$ cat src/rtl/ic_axi_sram_bridge_pkg.sv
// Shared definitions for the AXI4-Lite to single-port SRAM bridge:
// AXI response codes and the bridge FSM state encoding.
package ic_pkg;

  localparam logic [1:0] RESP_OKAY   = 2'b00;
  localparam logic [1:0] RESP_SLVERR = 2'b10;

  typedef enum logic [1:0] {
    ST_IDLE = 2'd0,
    ST_RD   = 2'd1,
    ST_RRSP = 2'd2,
    ST_WRSP = 2'd3
  } state_e;

  function automatic logic [31:0] addr_offset(input logic [31:0] addr, input logic [31:0] base);
    return addr - base;
  endfunction

endpackage

$ cat src/rtl/ic_axi_skid_buf.sv
// One-entry valid/ready holding buffer: ready while empty, loads on
// handshake, empties when the consumer pops it.
module ic_axi_skid_buf #(
  parameter int WIDTH = 32
) (
  input  logic             clk,
  input  logic             rst_n,
  input  logic             valid_i,
  output logic             ready_o,
  input  logic [WIDTH-1:0] data_i,
  output logic             full_o,
  output logic [WIDTH-1:0] data_o,
  input  logic             pop_i
);

  logic             full_q, full_d;
  logic [WIDTH-1:0] data_q, data_d;

  always_comb begin
    full_d = full_q;
    data_d = data_q;
    if (valid_i && !full_q) begin
      full_d = 1'b1;
      data_d = data_i;
    end else if (pop_i) begin
      full_d = 1'b0;
    end
  end

  always_ff @(posedge clk or negedge rst_n) begin
    if (!rst_n) begin
      full_q <= 1'b0;
      data_q <= '0;
    end else begin
      full_q <= full_d;
      data_q <= data_d;
    end
  end

  assign ready_o = !full_q;
  assign full_o  = full_q;
  assign data_o  = data_q;

endmodule

$ cat src/rtl/ic_axi_sram_bridge.sv
// AXI4-Lite slave bridging to a single-port SRAM with one-cycle read latency.
// Optional IC_AXI_SRAM_RANGE_CHECK_EN: out-of-window accesses return SLVERR.
module ic_axi_sram_bridge
  import ic_pkg::*;
#(
  parameter int          SRAM_DEPTH_LOG2 = 10,
  parameter logic [31:0] BASE_ADDR       = 32'h0
) (
  input  logic                       s0_aclk,
  input  logic                       s0_aresetn,
  input  logic                       s0_awvalid,
  output logic                       s0_awready,
  input  logic [31:0]                s0_awaddr,
  input  logic [2:0]                 s0_awprot,
  input  logic                       s0_wvalid,
  output logic                       s0_wready,
  input  logic [31:0]                s0_wdata,
  input  logic [3:0]                 s0_wstrb,
  output logic                       s0_bvalid,
  input  logic                       s0_bready,
  output logic [1:0]                 s0_bresp,
  input  logic                       s0_arvalid,
  output logic                       s0_arready,
  input  logic [31:0]                s0_araddr,
  input  logic [2:0]                 s0_arprot,
  output logic                       s0_rvalid,
  input  logic                       s0_rready,
  output logic [1:0]                 s0_rresp,
  output logic [31:0]                s0_rdata,
  output logic                       sram_cen,
  output logic                       sram_wen,
  output logic [SRAM_DEPTH_LOG2-1:0] sram_addr,
  output logic [31:0]                sram_wdata,
  output logic [3:0]                 sram_wstrb,
  input  logic [31:0]                sram_rdata
);

  logic        aw_full, w_full, ar_full;
  logic        aw_pop, w_pop, ar_pop;
  logic [31:0] aw_addr_b, ar_addr_b;
  logic [35:0] w_b;
  logic [31:0] aw_off, ar_off;
  logic        aw_ok, ar_ok;
  logic        wr_elig, rd_elig, pick_rd;
  logic        unused_bits;

  state_e      state_q, state_d;
  logic        wr_last_q, wr_last_d;
  logic [31:0] rdata_q, rdata_d;
  logic [1:0]  rresp_q, rresp_d;
  logic [1:0]  bresp_q, bresp_d;

  ic_axi_skid_buf #(.WIDTH(32)) u_aw_buf (
    .clk(s0_aclk), .rst_n(s0_aresetn), .valid_i(s0_awvalid), .ready_o(s0_awready),
    .data_i(s0_awaddr), .full_o(aw_full), .data_o(aw_addr_b), .pop_i(aw_pop)
  );

  ic_axi_skid_buf #(.WIDTH(36)) u_w_buf (
    .clk(s0_aclk), .rst_n(s0_aresetn), .valid_i(s0_wvalid), .ready_o(s0_wready),
    .data_i({s0_wstrb, s0_wdata}), .full_o(w_full), .data_o(w_b), .pop_i(w_pop)
  );

  ic_axi_skid_buf #(.WIDTH(32)) u_ar_buf (
    .clk(s0_aclk), .rst_n(s0_aresetn), .valid_i(s0_arvalid), .ready_o(s0_arready),
    .data_i(s0_araddr), .full_o(ar_full), .data_o(ar_addr_b), .pop_i(ar_pop)
  );

  assign aw_off = addr_offset(aw_addr_b, BASE_ADDR);
  assign ar_off = addr_offset(ar_addr_b, BASE_ADDR);

`ifdef IC_AXI_SRAM_RANGE_CHECK_EN
  assign aw_ok = (aw_off[31:SRAM_DEPTH_LOG2+2] == '0);
  assign ar_ok = (ar_off[31:SRAM_DEPTH_LOG2+2] == '0);
`else
  assign aw_ok = 1'b1;
  assign ar_ok = 1'b1;
`endif

  // Protection bits, byte lane and (without range checking) upper offset bits carry no meaning here.
  assign unused_bits = ^{s0_awprot, s0_arprot, aw_off[31:SRAM_DEPTH_LOG2+2], aw_off[1:0],
                         ar_off[31:SRAM_DEPTH_LOG2+2], ar_off[1:0]};

  assign wr_elig = aw_full && w_full;
  assign rd_elig = ar_full;
  assign pick_rd = rd_elig && (!wr_elig || wr_last_q);

  always_comb begin
    state_d    = state_q;
    wr_last_d  = wr_last_q;
    rdata_d    = rdata_q;
    rresp_d    = rresp_q;
    bresp_d    = bresp_q;
    aw_pop     = 1'b0;
    w_pop      = 1'b0;
    ar_pop     = 1'b0;
    sram_cen   = 1'b0;
    sram_wen   = 1'b0;
    sram_addr  = ar_off[SRAM_DEPTH_LOG2+1:2];
    sram_wdata = w_b[31:0];
    sram_wstrb = w_b[35:32];
    case (state_q)
      ST_IDLE: begin
        if (pick_rd) begin
          ar_pop    = 1'b1;
          wr_last_d = 1'b0;
          if (ar_ok) begin
            sram_cen = 1'b1;
            state_d  = ST_RD;
          end else begin
            rdata_d = '0;
            rresp_d = RESP_SLVERR;
            state_d = ST_RRSP;
          end
        end else if (wr_elig) begin
          aw_pop    = 1'b1;
          w_pop     = 1'b1;
          wr_last_d = 1'b1;
          sram_addr = aw_off[SRAM_DEPTH_LOG2+1:2];
          state_d   = ST_WRSP;
          if (aw_ok) begin
            sram_cen = 1'b1;
            sram_wen = 1'b1;
            bresp_d  = RESP_OKAY;
          end else begin
            bresp_d  = RESP_SLVERR;
          end
        end
      end
      ST_RD: begin
        rdata_d = sram_rdata;
        rresp_d = RESP_OKAY;
        state_d = ST_RRSP;
      end
      ST_RRSP: if (s0_rready) state_d = ST_IDLE;
      ST_WRSP: if (s0_bready) state_d = ST_IDLE;
      default: state_d = ST_IDLE;
    endcase
  end

  // wr_last resets high so the very first contended slot goes to the read.
  always_ff @(posedge s0_aclk or negedge s0_aresetn) begin
    if (!s0_aresetn) begin
      state_q   <= ST_IDLE;
      wr_last_q <= 1'b1;
      rdata_q   <= '0;
      rresp_q   <= RESP_OKAY;
      bresp_q   <= RESP_OKAY;
    end else begin
      state_q   <= state_d;
      wr_last_q <= wr_last_d;
      rdata_q   <= rdata_d;
      rresp_q   <= rresp_d;
      bresp_q   <= bresp_d;
    end
  end

  assign s0_rvalid = (state_q == ST_RRSP);
  assign s0_bvalid = (state_q == ST_WRSP);
  assign s0_rdata  = rdata_q;
  assign s0_rresp  = rresp_q;
  assign s0_bresp  = bresp_q;

endmodule

$ cat config.mk
export PLATFORM = sky130hd
export DESIGN_NAME = ic_axi_sram_bridge
export DESIGN_NICKNAME = d
export VERILOG_FILES = /design/src/rtl/ic_axi_sram_bridge_pkg.sv /design/src/rtl/ic_axi_skid_buf.sv /design/src/rtl/ic_axi_sram_bridge.sv
export SDC_FILE = /design/constraint.sdc
export NUM_CORES = 1
export LEC_CHECK = 0
export CAP_MARGIN = 40
export CELL_PAD_IN_SITES_DETAIL_PLACEMENT = 1
export CELL_PAD_IN_SITES_GLOBAL_PLACEMENT = 2
export CORE_UTILIZATION = 32
export DETAILED_ROUTE_END_ITERATION = 12
export PLACE_DENSITY = 0.84
export SYNTH_ARGS = -nofsm -noshare
export SYNTH_HDL_FRONTEND = slang
export SYNTH_HIERARCHICAL = 1
export SYNTH_SLANG_ARGS = --single-unit
$ cat constraint.sdc
create_clock -name s0_aclk -period 3.3 [get_ports s0_aclk]
set_clock_uncertainty 0.05 [all_clocks]
set_input_delay 0.66 -clock s0_aclk [delete_from_list [all_inputs] [get_ports s0_aclk]]
set_output_delay 0.66 -clock s0_aclk [all_outputs]
set_load 0.02 [all_outputs]
==> key figures <==
Status
  • Status: completed

Finish
  • ANT cells: 0
  • Commonest non-fill, non-tap cell in the layout: clkdlybuf4s50_1
  • Nets: 564
  • Reg area: 2350 µm²
  • Fillers: 1,316
  • Area of the multi-input gates: 1620 µm²
  • Share of cells above drive strength 1: 0.300
  • Most frequent cells in the layout: clkdlybuf4s50_1 (178), dfrtp_1 (93), mux2_4 (87)
  • Synthesis-to-layout area growth: 50.3%

Placement
  • Place WS: 657 ps
  • Number of port buffers: 179
  • RePlAce Congestion: 0.694
  • DP HPWL: 7940 µm

Worst setup path
  • Crit path cell chain: nor2_4, nand4_4, mux2_4, clkdlybuf4s50_1
  • CP Data Arrival Time: 2260 ps
  • Crit path kind: reg -> out
  • Slowest cell on crit path: clkdlybuf4s50_1
  • CP Max Fanout: 12
  • CP Capture Type: output pin
  • Largest stage delay, worst path: 570 ps
  • Worst setup SP type: register
  • CP Data Required Time: 2590 ps

Clocking
  • Worst-path clk slew: 60 ps
  • Clock latency on the worst-skew pair: 330 ps
  • # resized after CTS: 0
  • Clock sink total: 94
  • Root Buffer: clkbuf_16
  • CTS H-Tree Depth: 3
  • Clock buffer depth: 2
  • Post-CTS Setup Repair Bufs: 0
  • CTS tree: done
  • CTS Hold Bufs: 0
  • Inserted Clock Buffers: 9

STA
  • Worst Tran Pin Value: 742 ps
  • Final worst slack: 326 ps
  • Final Max Tran Viols: 0
  • Worst rel slew slack: 0.505
  • Period utilization: 0.901
  • RSZ-0062 raised after global routing: false
  • # setup viols final: 0
  • Upper clock frequency limit: 0.336 GHz
  • Final hold vios: 0
  • Final min period: 2970 ps
  • Setup Total Neg Slack: 0 ps

Floorplan
  • Die W: 117 µm
  • Die area: 13,700 µm²
  • Site Rows: 41
  • Initial Util: 0.332
  • Core Region: 12,700 µm²
  • # IOs: 234
  • Chip Height: 117 µm

Power
  • Leak: 2.80 nW
  • Worst-case vdd ir drop: 423 µV
  • Clock share of power: 0.146
  • Switching part of the total: 0.343
  • Internal power: 0.00439 W
  • Share of power burned in registers: 0.319
  • Combinational share of power: 0.535
  • NetSw: 0.00229 W
  • Power per cell area: 1050 nW/µm²

Global routing
  • All-Layer GR Usage: 0.160
  • Antenna violations before repair: 0
  • Largest net degree at the start of global routing: 57
  • Grt total ovfl: 0
  • Vias in the first global route: 3,055
  • Global-route wire length before repair: 16,200 µm

Drt
  • # DRC: 0
  • Routed WL: 10,700 µm
  • Starting DRT DRC Count: 74
  • Drt pass-1 iters: 2
  • Routed vias: 2,632
  • Wire per inst: 18.0 µm
  • Vias per cell: 4.42
  • Post-route ant nets: 0

Hold path
  • Min-Delay Path Class: in -> async

Synthesis
  • Syn Area/Cell: 17.5 µm²
  • Cells after Synth: 241
  • Synthesized area: 4230 µm²
  • Synth Warn #: 6

Flow run
  • # Max-Cap Violations: 0
## state kept, by name, summed over array words and instances, names as in the netlist
name and count:
u_ar_buf/full_o 1, u_aw_buf/full_o 1, u_ar_buf/data_o 10, s0_rdata 32
state_q 2, wr_last_q 1, u_w_buf/full_o 1, u_aw_buf/data_o 10
u_w_buf/data_o 36
## path summary, 6_finish.rpt
| check | startpoint | end | slack (ps) | cells after the start |
|---|---|---|---|---|
| setup / recovery | state_q[1] | sram_addr[4] | 330 | 4 |
| setup reg to reg | state_q[0] | s0_rdata[13] | 1360 | 3 |
| hold reg to reg | u_w_buf/data_o[23] | u_w_buf/data_o[23] | 460 | 1 |
| min in group s0_aclk | u_w_buf/data_o[23] | u_w_buf/data_o[23] | 460 | 1 |
| max in group asynchronous | s0_aresetn | wr_last_q | 2120 | 2 |
| hold / removal | s0_aresetn | u_w_buf/data_o[20] | 340 | 1 |
## power groups by stage
stage | sequential [W] | combinational (W) | clock, W
4_1_cts | 0.00214 | 0.00362 | 0.00102
3_5_place_dp | 0.00215 | 0.00359 | 0
5_1_grt | 0.00220 | 0.00377 | 0.00106
2_1_floorplan | 0.00261 | 0.00168 | 0
3_3_place_gp | 0.00210 | 0.00353 | 0
6_report | 0.00213 | 0.00357 | 0.000972
## routing by layer
metal | track usage | routed length [µm] | up-vias
met2 | 0.288 | 5540 | 107
met5 | 0 | 0 | -
met3 | 0.0499 | 932 | 10
met4 | 0.0658 | 160 | 0
li1 | - | - | 1176
met1 | 0.176 | 4080 | 1339
## critical path, delay by kind of cell (launching register included)
kind,cells,cell delay (ps)
buffers and inverters,1,570
flip-flops,1,460
multiplexers,1,390
AND/OR/NAND/NOR,2,500
## through the flow
step	total power [W]	util	area (µm²)	hold slack, ps	cells
final	0.00667	0.499	6350	339	596
after global routing	0.00703	0.499	6350	393	596
after CTS	0.00678	0.499	6350	354	596
after detailed placement	0.00574	0.477	6070	443	580
after global placement	0.00564	0.477	6070	441	580
after floorplan	0.00429	-	4240	314	244
## area by class of cell
class,instances,share of cell area
multi-input combinational,123,0.255
sequential,94,0.371
clock inverter,3,0.00296
inverter,6,0.00355
tap,172,0.0339
timing repair buffer,185,0.293
clock buffer,13,0.0410
(Power assumes the default switching activity.)
==> RTL edit 1: new RTL, same flow settings <==
The parameter `SRAM_DEPTH_LOG2` goes from 10 to 12.
--- a/src/rtl/ic_axi_sram_bridge.sv
+++ b/src/rtl/ic_axi_sram_bridge.sv
@@ -3,7 +3,7 @@
 module ic_axi_sram_bridge
   import ic_pkg::*;
 #(
-  parameter int          SRAM_DEPTH_LOG2 = 10,
+  parameter int          SRAM_DEPTH_LOG2 = 12,
   parameter logic [31:0] BASE_ADDR       = 32'h0
 ) (
   input  logic                       s0_aclk,
Ports: changed (resized sram_addr); port bits go from 234 to 236. The function was not compared with the original's and may differ.
==> RTL edit 1 against the original RTL <==
Routed wire length rose by 4.2%. Final cell count rose by 2.2%. Setup slack got worse by 21 ps. Via count rose by 2.3%. Cell area rose by 1.4%. Hold slack got worse by 70 ps. Sequential cell count rose by 4. Total power rose by 0.22%. Utilization rose by 0.29 points. First-iteration DRC count rose by 15%. Synthesized area rose by 0.89%. Critical path type unchanged. Critical endpoint is now sram_addr[3]. Largest power group unchanged.
==> RTL edit 1: results <==
# TYPE chip_impl_metric gauge
chip_impl_info{name="run_status",value="finished, final reports clean"} 1
chip_impl_metric{name="grt_pass1_wl",unit="um"} 17700
chip_impl_metric{name="fin_nets",unit=""} 579
chip_impl_metric{name="port-buffer-count",unit=""} 185
chip_impl_metric{name="post_synth_inst_count",unit=""} 251
chip_impl_metric{name="vdd.ir_drop.worst",unit="uV"} 414
chip_impl_metric{name="track_usage",unit="%"} 16.9
chip_impl_metric{name="layoutNonFillerInstCount",unit=""} 609
chip_impl_metric{name="route.detailed.wl_per_inst",unit="um"} 18.3
chip_impl_info{name="crit-reg2reg-launch",value="u_w_buf/full_o"} 1
chip_impl_metric{name="via_per_inst",unit=""} 4.42
chip_impl_info{name="r2r-end",value="u_w_buf/data_o[2]"} 1
chip_impl_metric{name="detail_route.iter0.violations",unit=""} 85
chip_impl_metric{name="detailed_place_hpwl",unit="um"} 8300
chip_impl_metric{name="first_global_vias",unit=""} 3014
chip_impl_metric{name="fillerInstances",unit=""} 1265
chip_impl_metric{name="gp_congestion",unit=""} 0.799
chip_impl_metric{name="drt_first_pass_iters",unit=""} 4
chip_impl_metric{name="critical_path_peak_fanout",unit=""} 14
chip_impl_info{name="cts_root_buf",value="sky130_fd_sc_hd__clkbuf_16"} 1
chip_impl_metric{name="total_leakage_power",unit="nW"} 2.78
chip_impl_metric{name="setup_slack_of_the_most_critical_reg_to_reg_path",unit="ps"} 1530
chip_impl_metric{name="power_density_cells",unit="nW/um2"} 1040
chip_impl_metric{name="fraction_of_final_layout_cells_sized_beyond_drive_strength_1",unit="%"} 29.7
chip_impl_info{name="crit_end",value="sram_addr[3]"} 1
chip_impl_metric{name="placedInstanceArea",unit="um2"} 6180
chip_impl_metric{name="hold_ws",unit="ps"} 269
chip_impl_metric{name="max_slew_margin",unit="%"} 56.8
chip_impl_metric{name="cp_data_arrival_time",unit="ps"} 2290
chip_impl_info{name="worst_setup_path_startpoint",value="state_q[1]"} 1
==> RTL edit 1: cell types whose count changed in the layout (fill, tap and decap cells not counted), sizes merged, moves of 2 or more <==
cell / change
clkbuf: -2
clkdlybuf4s50: +6
dfrtp: +4
mux2: +6
==> RTL edit 1: area by class of cell <==
class	instances	share of cell area (%)
clock buffer	11	3.77
sequential	98	38.1
clock inverter	3	0.272
multi-input combinational	129	24.7
tap	172	3.34
inverter	6	0.350
timing repair buffer	190	29.5
==> RTL edit 1: power by group <==
part	internal, mW	switching, mW	total, mW
logic	2.02	1.52	3.54
registers	1.83	0.392	2.22
clock network	0.520	0.412	0.933
==> RTL edit 1: stage by stage <==
stage | setup WS, ps | power [mW]
floorplan | 1350 | 4.27
finish | 305 | 6.69
global placement | 666 | 5.70
global route | 187 | 7.03
detailed placement | 629 | 5.79
CTS | 244 | 6.79
==> RTL edit 1: routing by layer <==
metal	track usage, %	wire, um
met1	21.6	4840
met2	27.9	5520
met3	3.89	675
met4	5.84	120
met5	0	0
==> RTL edit 2: new RTL, same settings <==
Made on the original files. Make the reset (`rst_n` and `s0_aresetn`) synchronous in 2 clocked blocks.
--- a/src/rtl/ic_axi_skid_buf.sv
+++ b/src/rtl/ic_axi_skid_buf.sv
@@ -27,7 +27,7 @@
     end
   end
 
-  always_ff @(posedge clk or negedge rst_n) begin
+  always_ff @(posedge clk) begin
     if (!rst_n) begin
       full_q <= 1'b0;
       data_q <= '0;
--- a/src/rtl/ic_axi_sram_bridge.sv
+++ b/src/rtl/ic_axi_sram_bridge.sv
@@ -138,7 +138,7 @@
   end
 
   // wr_last resets high so the very first contended slot goes to the read.
-  always_ff @(posedge s0_aclk or negedge s0_aresetn) begin
+  always_ff @(posedge s0_aclk) begin
     if (!s0_aresetn) begin
       state_q   <= ST_IDLE;
       wr_last_q <= 1'b1;
Behaviour: differs if s0_aresetn is asserted again (counterexample within 4 cycles, from zero or initial values and one cycle with s0_aresetn low); with s0_aresetn held inactive, the same outputs for 10 cycles.
==> RTL edit 2 against the original RTL <==
Routed wire length grew 6.3%. Fmax grew 2.9%. Setup slack gained 83 ps. Cell area shrank 5.4%. Synthesized area shrank 5.1%. Utilization shrank 0.31 points. Sequential cell count is the same. Critical endpoint is now sram_addr[6]. Critical path type unchanged. Largest cell class unchanged.
Power is not compared: it rests on default switching activity, and its combinational part moved more than twofold at a synthesized area within 25%.
==> RTL edit 2: results <==
# TYPE chip_impl_metric gauge
chip_impl_info{name="run_status",value="finished, final reports clean"} 1
chip_impl_metric{name="largest_register_ff_count",unit=""} 36
chip_impl_metric{name="grt_util_met2",unit="%"} 29.9
chip_impl_metric{name="track_usage",unit="%"} 17.9
chip_impl_metric{name="ff2ff_path_depth",unit=""} 3
chip_impl_metric{name="placedInstanceArea",unit="um2"} 5740
chip_impl_metric{name="clock_path_buffers",unit=""} 2
chip_impl_metric{name="synth-warning-count",unit=""} 6
chip_impl_metric{name="drt_first_pass_iters",unit=""} 4
chip_impl_metric{name="fraction_of_final_layout_cells_sized_beyond_drive_strength_1",unit="%"} 5.80
chip_impl_metric{name="grt_pass1_wl",unit="um"} 17700
chip_impl_metric{name="antenna_found_initial",unit=""} 0
chip_impl_metric{name="gp_congestion",unit=""} 0.663
chip_impl_metric{name="worst_hold_path.num_cells",unit=""} 2
chip_impl_info{name="crit_end",value="sram_addr[6]"} 1
chip_impl_metric{name="port-buffer-count",unit=""} 179
chip_impl_metric{name="total_leakage_power",unit="nW"} 2.35
chip_impl_info{name="hold_end",value="s0_rdata[11]"} 1
chip_impl_info{name="worst_setup_path_startpoint",value="u_w_buf/full_o"} 1
chip_impl_metric{name="first_global_vias",unit=""} 3514
chip_impl_metric{name="setup_slack_of_the_most_critical_reg_to_reg_path",unit="ps"} 1670
chip_impl_metric{name="critical_path_required",unit="ps"} 2590
chip_impl_metric{name="route.detailed.wl_per_inst",unit="um"} 14.8
chip_impl_metric{name="detailed_place_hpwl",unit="um"} 8200
chip_impl_metric{name="grt_start_max_net_pins",unit=""} 118
chip_impl_metric{name="placed_cells_incl_taps",unit=""} 757
chip_impl_metric{name="syn_area_per_cell",unit="um2"} 8.99
chip_impl_metric{name="hold_ws",unit="ps"} 403
chip_impl_metric{name="placement.setup.worst_slack",unit="ps"} 759
chip_impl_metric{name="layoutNonFillerInstCount",unit=""} 771
chip_impl_metric{name="gr-usage-met3",unit="%"} 5.58
chip_impl_metric{name="final.period_utilization",unit="%"} 87.6
chip_impl_metric{name="max_slew_margin",unit="%"} 53.1
chip_impl_metric{name="detail_route.iter0.violations",unit=""} 122
chip_impl_info{name="hold_path.class",value="flop to flop"} 1
chip_impl_metric{name="grt.met1_usage",unit="%"} 20.6
chip_impl_metric{name="fin_nets",unit=""} 745
chip_impl_info{name="crit-reg2reg-launch",value="u_w_buf/full_o"} 1
chip_impl_info{name="r2r-end",value="u_w_buf/data_o[4]"} 1
chip_impl_metric{name="via_per_inst",unit=""} 4.43
[RTL edit 2: final cells by class]
| cell class | instances | area [um2] |
|---|---|---|
| clock buffers | 12 | 236 |
| clock inverters | 2 | 35.0 |
| fillers | 1440 | 6100 |
| inverters | 6 | 22.5 |
| multi-input cells | 304 | 1740 |
| flip-flops and latches | 94 | 1880 |
| well taps | 168 | 210 |
| repair buffers | 185 | 1880 |
[RTL edit 2: worst max-delay path: stages (launching register included)]
cell,delay (ps)
sky130_fd_sc_hd__dfxtp_1,540
sky130_fd_sc_hd__nand4_4,340
sky130_fd_sc_hd__mux2_4,390
sky130_fd_sc_hd__clkdlybuf4s50_1,560
[RTL edit 2: power breakdown]
group          internal (mW)  total [mW]  switching (mW)
logic                  0.307       0.581           0.275
clock network          0.578       0.993           0.415
registers               1.21        1.26          0.0487
total                   2.10        2.83           0.738
[RTL edit 2: per-layer routing]
layer,up-vias,routed length [um]
li1,1717,-
met1,1568,4850
met2,117,5360
met3,15,881
met4,0,285
met5,-,0
